File: config.mk
export PLATFORM = sky130hd
export DESIGN_NAME = shift_seq
export DESIGN_NICKNAME = d
export VERILOG_FILES = /design/src/rtl/shift_pkg.sv /design/src/rtl/shift_step.sv /design/src/rtl/shift_seq.sv
export VERILOG_INCLUDE_DIRS = /design/src /design/src/rtl
export SDC_FILE = /design/constraint.sdc
export NUM_CORES = 1
export LEC_CHECK = 0
export CAP_MARGIN = 20
export CORE_UTILIZATION = 46
export CTS_CLUSTER_DIAMETER = 80
export DETAILED_ROUTE_END_ITERATION = 10
export PLACE_DENSITY = 0.88
export REMOVE_ABC_BUFFERS = 1
export SLEW_MARGIN = 10
export SYNTH_ARGS = -nofsm -noshare
export SYNTH_HDL_FRONTEND = slang
export SYNTH_SLANG_ARGS = --single-unit
File: constraint.sdc
create_clock -name clk_i -period 3.9 [get_ports clk_i]
set_input_delay 0.585 -clock clk_i [delete_from_list [all_inputs] [get_ports clk_i]]
set_output_delay 0.585 -clock clk_i [all_outputs]
set_load 0.01 [all_outputs]
File: src/rtl/proc_define.sv
// ============================================================================
//  Module      : (none)  proc_define.sv
//  Description : Processor-wide funct3 encodings shared by the execution
//                units.  Include-guarded so it can be pulled into several
//                files of the same compilation.
//  Revision    : 1.0  initial release
// ============================================================================
`ifndef PROC_DEFINE_SV
`define PROC_DEFINE_SV
`default_nettype none

`define FUNCT3_SLL     3'b001
`define FUNCT3_SRL_SRA 3'b101

`default_nettype wire
`endif

File: src/rtl/shift_pkg.sv
// ============================================================================
//  Package     : shift_pkg
//  Description : Shared types and constants for the sequential shifter:
//                FSM state encoding and the per-cycle step sizes.
//  Revision    : 1.0  initial release
// ============================================================================
`default_nettype none

package shift_pkg;

    typedef enum logic [1:0] {
        ST_IDLE  = 2'd0,
        ST_SHIFT = 2'd1,
        ST_DONE  = 2'd2
    } state_t;

    // Step sizes applied to the 5-bit remaining-count register.
    localparam logic [4:0] C_STEP_ONE  = 5'd1;
    localparam logic [4:0] C_STEP_FOUR = 5'd4;

endpackage : shift_pkg

`default_nettype wire

File: src/rtl/shift_step.sv
// ============================================================================
//  Module      : shift_step
//  Description : One combinational shift step of 1 or 4 bit positions.
//  Ports       : i_data   - value to shift
//                i_left   - 1 = left shift, 0 = right shift
//                i_arith  - right shifts only: 1 = fill with i_data[31]
//                i_step4  - 1 = shift by 4, 0 = shift by 1
//                o_data   - shifted value
//  Revision    : 1.0  initial release
// ============================================================================
`default_nettype none

module shift_step (
    input  logic [31:0] i_data,
    input  logic        i_left,
    input  logic        i_arith,
    input  logic        i_step4,
    output logic [31:0] o_data
);

    logic w_fill;

    // Sign fill uses the MSB as it was before this step.
    assign w_fill = i_arith & i_data[31];

    always_comb begin
        o_data = i_data;
        if (i_left) begin
            o_data = i_step4 ? {i_data[27:0], 4'b0000} : {i_data[30:0], 1'b0};
        end else begin
            o_data = i_step4 ? {{4{w_fill}}, i_data[31:4]} : {w_fill, i_data[31:1]};
        end
    end

endmodule : shift_step

`default_nettype wire

File: src/rtl/shift_seq.sv
// ============================================================================
//  Module      : shift_seq
//  Description : Multi-cycle SLL/SRL/SRA unit with valid/ready handshakes on
//                both sides and a kill input that aborts any operation.
//                Optional build macro SHIFT_SEQ_STEP4_EN enables 4-bit steps
//                while at least 4 positions remain.
//  Ports       : clk_i, rst_i            - clock, sync active-high reset
//                in_valid_i/in_ready_o   - request handshake
//                funct3_i, funct7_i      - operation select / arithmetic flag
//                op1_i, op2_i            - value, shift amount (op2_i[4:0])
//                kill_i                  - abort, overrides out_ready_i
//                out_valid_o/out_ready_i - result handshake
//                res_o                   - result (0 when not valid)
//                busy_o                  - FSM not idle
//  Revision    : 1.0  initial release
// ============================================================================
`include "proc_define.sv"
`default_nettype none

module shift_seq
    import shift_pkg::*;
(
    input  logic        clk_i,
    input  logic        rst_i,
    input  logic        in_valid_i,
    output logic        in_ready_o,
    input  logic [2:0]  funct3_i,
    input  logic        funct7_i,
    input  logic [31:0] op1_i,
    input  logic [31:0] op2_i,
    input  logic        kill_i,
    output logic        out_valid_o,
    input  logic        out_ready_i,
    output logic [31:0] res_o,
    output logic        busy_o
);

    state_t      r_state;
    state_t      w_state_next;
    logic [31:0] r_data;
    logic [4:0]  r_count;
    logic [2:0]  r_funct3;
    logic        r_arith;

    logic        w_accept;
    logic        w_legal;
    logic        w_left;
    logic        w_step4;
    logic [4:0]  w_count_next;
    logic [31:0] w_step_data;
    logic        w_unused_op2;

    // Only the low five amount bits matter.
    assign w_unused_op2 = &{1'b0, op2_i[31:5]};

    assign in_ready_o  = (r_state == ST_IDLE) && !kill_i;
    assign w_accept    = in_valid_i && in_ready_o;
    assign w_legal     = (funct3_i == `FUNCT3_SLL) || (funct3_i == `FUNCT3_SRL_SRA);
    assign w_left      = (r_funct3 == `FUNCT3_SLL);

`ifdef SHIFT_SEQ_STEP4_EN
    assign w_step4 = (r_count >= C_STEP_FOUR);
`else
    assign w_step4 = 1'b0;
`endif

    assign w_count_next = r_count - (w_step4 ? C_STEP_FOUR : C_STEP_ONE);

    shift_step u_shift_step (
        .i_data  (r_data),
        .i_left  (w_left),
        .i_arith (r_arith),
        .i_step4 (w_step4),
        .o_data  (w_step_data)
    );

    always_comb begin
        w_state_next = r_state;
        case (r_state)
            ST_IDLE: begin
                if (w_accept) begin
                    // Zero amount or illegal op: result is op1 as latched.
                    w_state_next = ((op2_i[4:0] == 5'd0) || !w_legal) ? ST_DONE : ST_SHIFT;
                end
            end
            ST_SHIFT: begin
                if (kill_i) begin
                    w_state_next = ST_IDLE;
                end else if (w_count_next == 5'd0) begin
                    w_state_next = ST_DONE;
                end
            end
            ST_DONE: begin
                if (kill_i || out_ready_i) begin
                    w_state_next = ST_IDLE;
                end
            end
            default: w_state_next = ST_IDLE;
        endcase
    end

    always_ff @(posedge clk_i) begin
        if (rst_i) begin
            r_state  <= ST_IDLE;
            r_data   <= 32'd0;
            r_count  <= 5'd0;
            r_funct3 <= 3'd0;
            r_arith  <= 1'b0;
        end else begin
            r_state <= w_state_next;
            if (w_accept) begin
                r_data   <= op1_i;
                r_count  <= op2_i[4:0];
                r_funct3 <= funct3_i;
                r_arith  <= funct7_i;
            end else if (r_state == ST_SHIFT) begin
                r_data  <= w_step_data;
                r_count <= w_count_next;
            end
        end
    end

    assign out_valid_o = (r_state == ST_DONE);
    assign res_o       = out_valid_o ? r_data : 32'd0;
    assign busy_o      = (r_state != ST_IDLE);

endmodule : shift_seq

`default_nettype wire

* After elaboration in Yosys (flattened, before gate mapping) *
Index checks and enable logic that the tools add are counted.

storage, ports and cells
  logic and storage cells = 40
  register bits = 43
  output and inout port bits = 35
  bits of input ports = 73

operators by class
  multiplexer cells = 12
  reduce and logical (&&, ||, !) cells = 13
  eq/ne operators = 8
  bitwise logic cells = 1
  $add $sub $neg = 1

operators by type and width
  kind                                                                    count
  32-bit 2-to-1 mux                                                       4
  5-bit logical NOT                                                       2
  2-bit 2-to-1 mux                                                        5
  5-bit 2-to-1 mux                                                        2
  3-bit by 1-bit equality test with 1-bit output (second input constant)  2
  2-bit one-hot mux with 3 select lines                                   1
  5-bit by 1-bit subtractor with 5-bit output (second input constant)     1
  2-bit nonzero test                                                      2
  3-bit equality test (second input constant)                             1
  1-bit logical OR                                                        3
  3-bit != test (second input constant)                                   1
  3-bit AND reduction                                                     1
  2-bit by 1-bit equality test with 1-bit output (second input constant)  1
  2-bit equality test (second input constant)                             1
  1-bit logical AND                                                       2
  1-bit logical NOT                                                       2
  2-bit logical NOT                                                       1
  2-bit by 1-bit != test with 1-bit output (second input constant)        1
  2-bit != test (second input constant)                                   1
  1-bit bitwise AND                                                       1

* Logic depth before layout (Yosys ltp) *
  word-level depth = 7
  mapped depth = 7
  gate-level depth less buffers = 6

* Hierarchy *
Synthesis repeated with hierarchy kept, for this count alone.

second synthesis, totals
  cell total of the unflattened synthesis = 341
  area total of the unflattened synthesis = 3,234.4 um^2

modules (own cells, without submodules)
  module      sequential area each (um^2)  instances  area each (um^2)  cells each
  shift_seq   860.8                        1          2,412.3           290
  shift_step  0.0                          1          822.0             51

* Worst setup path after synthesis *
No wires, ideal clock.

  path kind = register to output
  start point = register r_state[1]
  end point = output res_o[22]
  cell stages (with the launch flop) = 4
  data arrival time = 1.175 ns
  path buffers = 1
  path slack = 2.140 ns
  data required time = 3.315 ns
  path through = dfxtp_1 -> nor2b_1 -> clkbuf_1 -> and2_1

on the way
  word-level cells in the longest chain between the ends = 2

ends and longest elaborated chain
  what                    line              source
  start, declared         shift_seq.sv:38   state_t r_state;
  start signal, assigned  shift_seq.sv:110  r_state <= w_state_next;
  2-bit equality test     shift_seq.sv:123  assign out_valid_o = (r_state == ST_DONE);
  named net out_valid_o   shift_seq.sv:32   output logic out_valid_o,
  32-bit 2-to-1 mux       shift_seq.sv:124  assign res_o = out_valid_o ? r_data : 32'd0;
  end, declared           shift_seq.sv:34   output logic [31:0] res_o,

The timed path passes the listed nets, and every way through them passes these cells.

* Final worst setup path *
  start point = register r_state[1]
  end point = output res_o[23]

on the way
  word-level cells in the longest chain between the ends = 2

ends and longest elaborated chain
  what                 line
  2-bit equality test  shift_seq.sv:123
  32-bit 2-to-1 mux    shift_seq.sv:124

Every way passes these cells.

==> reports/qor.yml <==
setup_path:
  start_kind: "flip-flop"
  regToRegSetupSlack_ns: 1.94
  cpPeakStageDelay_ns: 0.82
  cp_cell_sequence: "nor2b_2, buf_4, and2_1, clkdlybuf4s50_1"
  cp_num_buf_inv: 2
  worstPathRequired_ns: 3.31
  critPathTopFamily: "simple AND/OR/NAND/NOR gates"
  worstPathArrival_ns: 2.49
  criticalPathCategory: "flip-flop to primary output"
  slowest_stage: "nor2b_2"
  cp-end-kind: "primary output"
  worstPathMaxFanout: 29
yosys:
  ys_top_cells_by_count: "dfxtp_1, a21oi_1, a22oi_1"
  synthDistinctLibCells: 41
  syn_avg_cell_area_sq_um: 8.311
  synthArstFlopShare_pct: 0
  yosysSeqAreaShare_pct: 34.64
  synth_seq_cells: 43
  synthCells: 299
  synth_warnings: 0
  synth.top_cells.by_area: "dfxtp_1, a22oi_1, a21oi_1"
  ys.flop_type: "dfxtp_1"
  synth_top_area_share_pct: 34.64
  yosysMostFrequentCell: "dfxtp_1"
  synth_edf_count: 0
  yosys.area.top_type: "dfxtp_1"
  synth_area_sq_um: 2485
timing:
  fmax_ghz: 0.3255
  timing.setup.tns_ns: 0
  fin_skew_ns: 0.004778
  hold_viol: 0
  hold_slack_ns: 0.4622
  slew_headroom_pct: 36.62
  period_needed_ns: 3.072
  finalSetupViolCount: 0
  slew_violations: 0
  finalCritPeriodShare_pct: 78.78
  worstMarginPinSlew_ns: 0.9464
  rsz0062_at_grt: "no"
final_layout:
  final_util_pct: 66.31
  fill_cells: 445
  finalNonFillerCells: 437
  fin_nets: 442
  area_delta_synth_final_pct: 37.16
  num_antenna_cells: 0
  layout-drive-gt1-share_pct: 6.812
grt:
  grt_use_total_pct: 22.01
  grt_max_degree: 53
  grt_pass1_wl_um: 9687
  overflow: 0
  antenna_found_initial: 0
  grt_pass1_vias: 2119
clock_tree:
  h-tree-depth: 2
  cts-resized-gates: 0
  cts_max_path_buffers: 2
  cts_tree: "yes"
  post_cts_buffers: 0
  clk_latency_ns: 0.29
  clock-sinks: 43
  path_clk_slew_ns: 0.07
  cts_hold_buffers: 0
  cts_buffers: 5
  cts-root-buf: "clkbuf_8"
placement:
  hpwl_um: 4119
  port-buffer-count: 80
  gp_congestion: 0.7462
  placed_cells: 429
floorplanning:
  start_util_pct: 48.34
  rows: 26
  dieWidth_um: 75.50
  dieArea_sq_um: 5700
  dieHeight_um: 75.50
  num_io_pins: 108
  core_sq_um: 5140
power:
  peakVddDrop_uv: 165.1
  power.total_mw: 1.035
  power_leakage_nw: 1.169
  powerDensity_nw_per_um2: 303.7
route:
  drt-initial-drc-count: 152
  dr.pass1.iters: 5
  wl_per_cell_um: 14.22
  drt-total-wl_um: 6214
  ant_nets: 0
  routed_via_density: 5.499
  route.detailed.drc: 0
  vias: 2403
flow_run:
  max_cap_violations: 0
hold_path:
  holdCritPathClass: "flip-flop to flip-flop"
run_status:
  status: "finished clean"
==> where the power goes <==
group	internal, mW	switching, mW	leakage (nW)
registers	0.465	0.0267	0.351
clock network	0.188	0.143	0.0513
logic	0.115	0.0976	0.767
==> flip-flops by register name (all words and copies together) (netlist names) <==
name / cells
r_data: 32
r_funct3: 3
r_count: 5
r_arith: 1
r_state: 2
==> cell usage in the layout (no fill, tap or decap), types with 2 or more instances in the layout <==
| cell | instances |
|---|---|
| nor3_1 | 3 |
| mux2_2 | 3 |
| a2bb2oi_1 | 2 |
| nor2b_2 | 2 |
| a211oi_1 | 2 |
| a21oi_1 | 41 |
| buf_4 | 6 |
| nand2_1 | 26 |
| clkbuf_8 | 5 |
| dfxtp_1 | 43 |
| o211ai_1 | 19 |
| inv_1 | 6 |
| mux2_1 | 9 |
| nor2_2 | 2 |
| nand2b_1 | 21 |
| clkdlybuf4s50_1 | 80 |
| a22oi_1 | 33 |
| and2_1 | 32 |
| nor2_1 | 9 |
| ha_1 | 2 |
==> tightest hold or removal path, cell delays in order (launching register included) <==
cell and delay [ns]:
dfxtp_1 0.31, nand2_1 0.05, a21oi_1 0.05
==> through the flow <==
step | instance area [sq um] | setup slack [ns]
2_1_floorplan | 2340 | 1.744
3_3_place_gp | 3278 | 1.202
3_5_place_dp | 3278 | 1.109
4_1_cts | 3381 | 0.7841
5_1_grt | 3408 | 0.6486
6_report | 3408 | 0.8277
==> metal layers <==
metal | share of wire [%] | vias up | wire length (um) | track usage, %
met1 | 46 | 1109 | 2841 | 28.52
met3 | 6.3 | 5 | 391 | 5.159
met2 | 47 | 88 | 2940 | 37.50
li1 | - | 1201 | - | -
met5 | 0 | - | 0 | 0
met4 | 0.64 | 0 | 40 | 4.527
==> layout make-up <==
cell class | instances | area, sq um | area share, %
repair buffers | 87 | 873.3 | 25.62
well taps | 70 | 87.58 | 2.570
clock buffers | 6 | 72.57 | 2.129
clock inverters | 1 | 30.03 | 0.8811
inverters | 7 | 26.28 | 0.7709
flip-flops and latches | 43 | 860.8 | 25.26
multi-input cells | 223 | 1458 | 42.77
==> path summary, 6_finish.rpt <==
check / startpoint / end / cells past startpoint
setup reg to reg: r_state[1]$_SDFFE_PP0P_ / r_state[1]$_SDFFE_PP0P_ / 5
hold / removal: r_funct3[0]$_SDFFE_PP0P_ / r_funct3[0]$_SDFFE_PP0P_ / 2
setup / recovery: r_state[1]$_SDFFE_PP0P_ / res_o[23] / 4
hold reg to reg: r_funct3[0]$_SDFFE_PP0P_ / r_funct3[0]$_SDFFE_PP0P_ / 2
==> logic make-up after synthesis <==
logic type               share of synthesized area [%]
AO/OA/AOI/OAI                                    28.65
AND/OR/NAND/NOR                                  22.66
flip-flops                                       34.64
buffers and inverters                            6.897
multiplexers                                     5.438
XOR/XNOR                                        0.7051
adder cells (fa/ha/maj)                          1.007
Power figures use the tool's default switching activity.
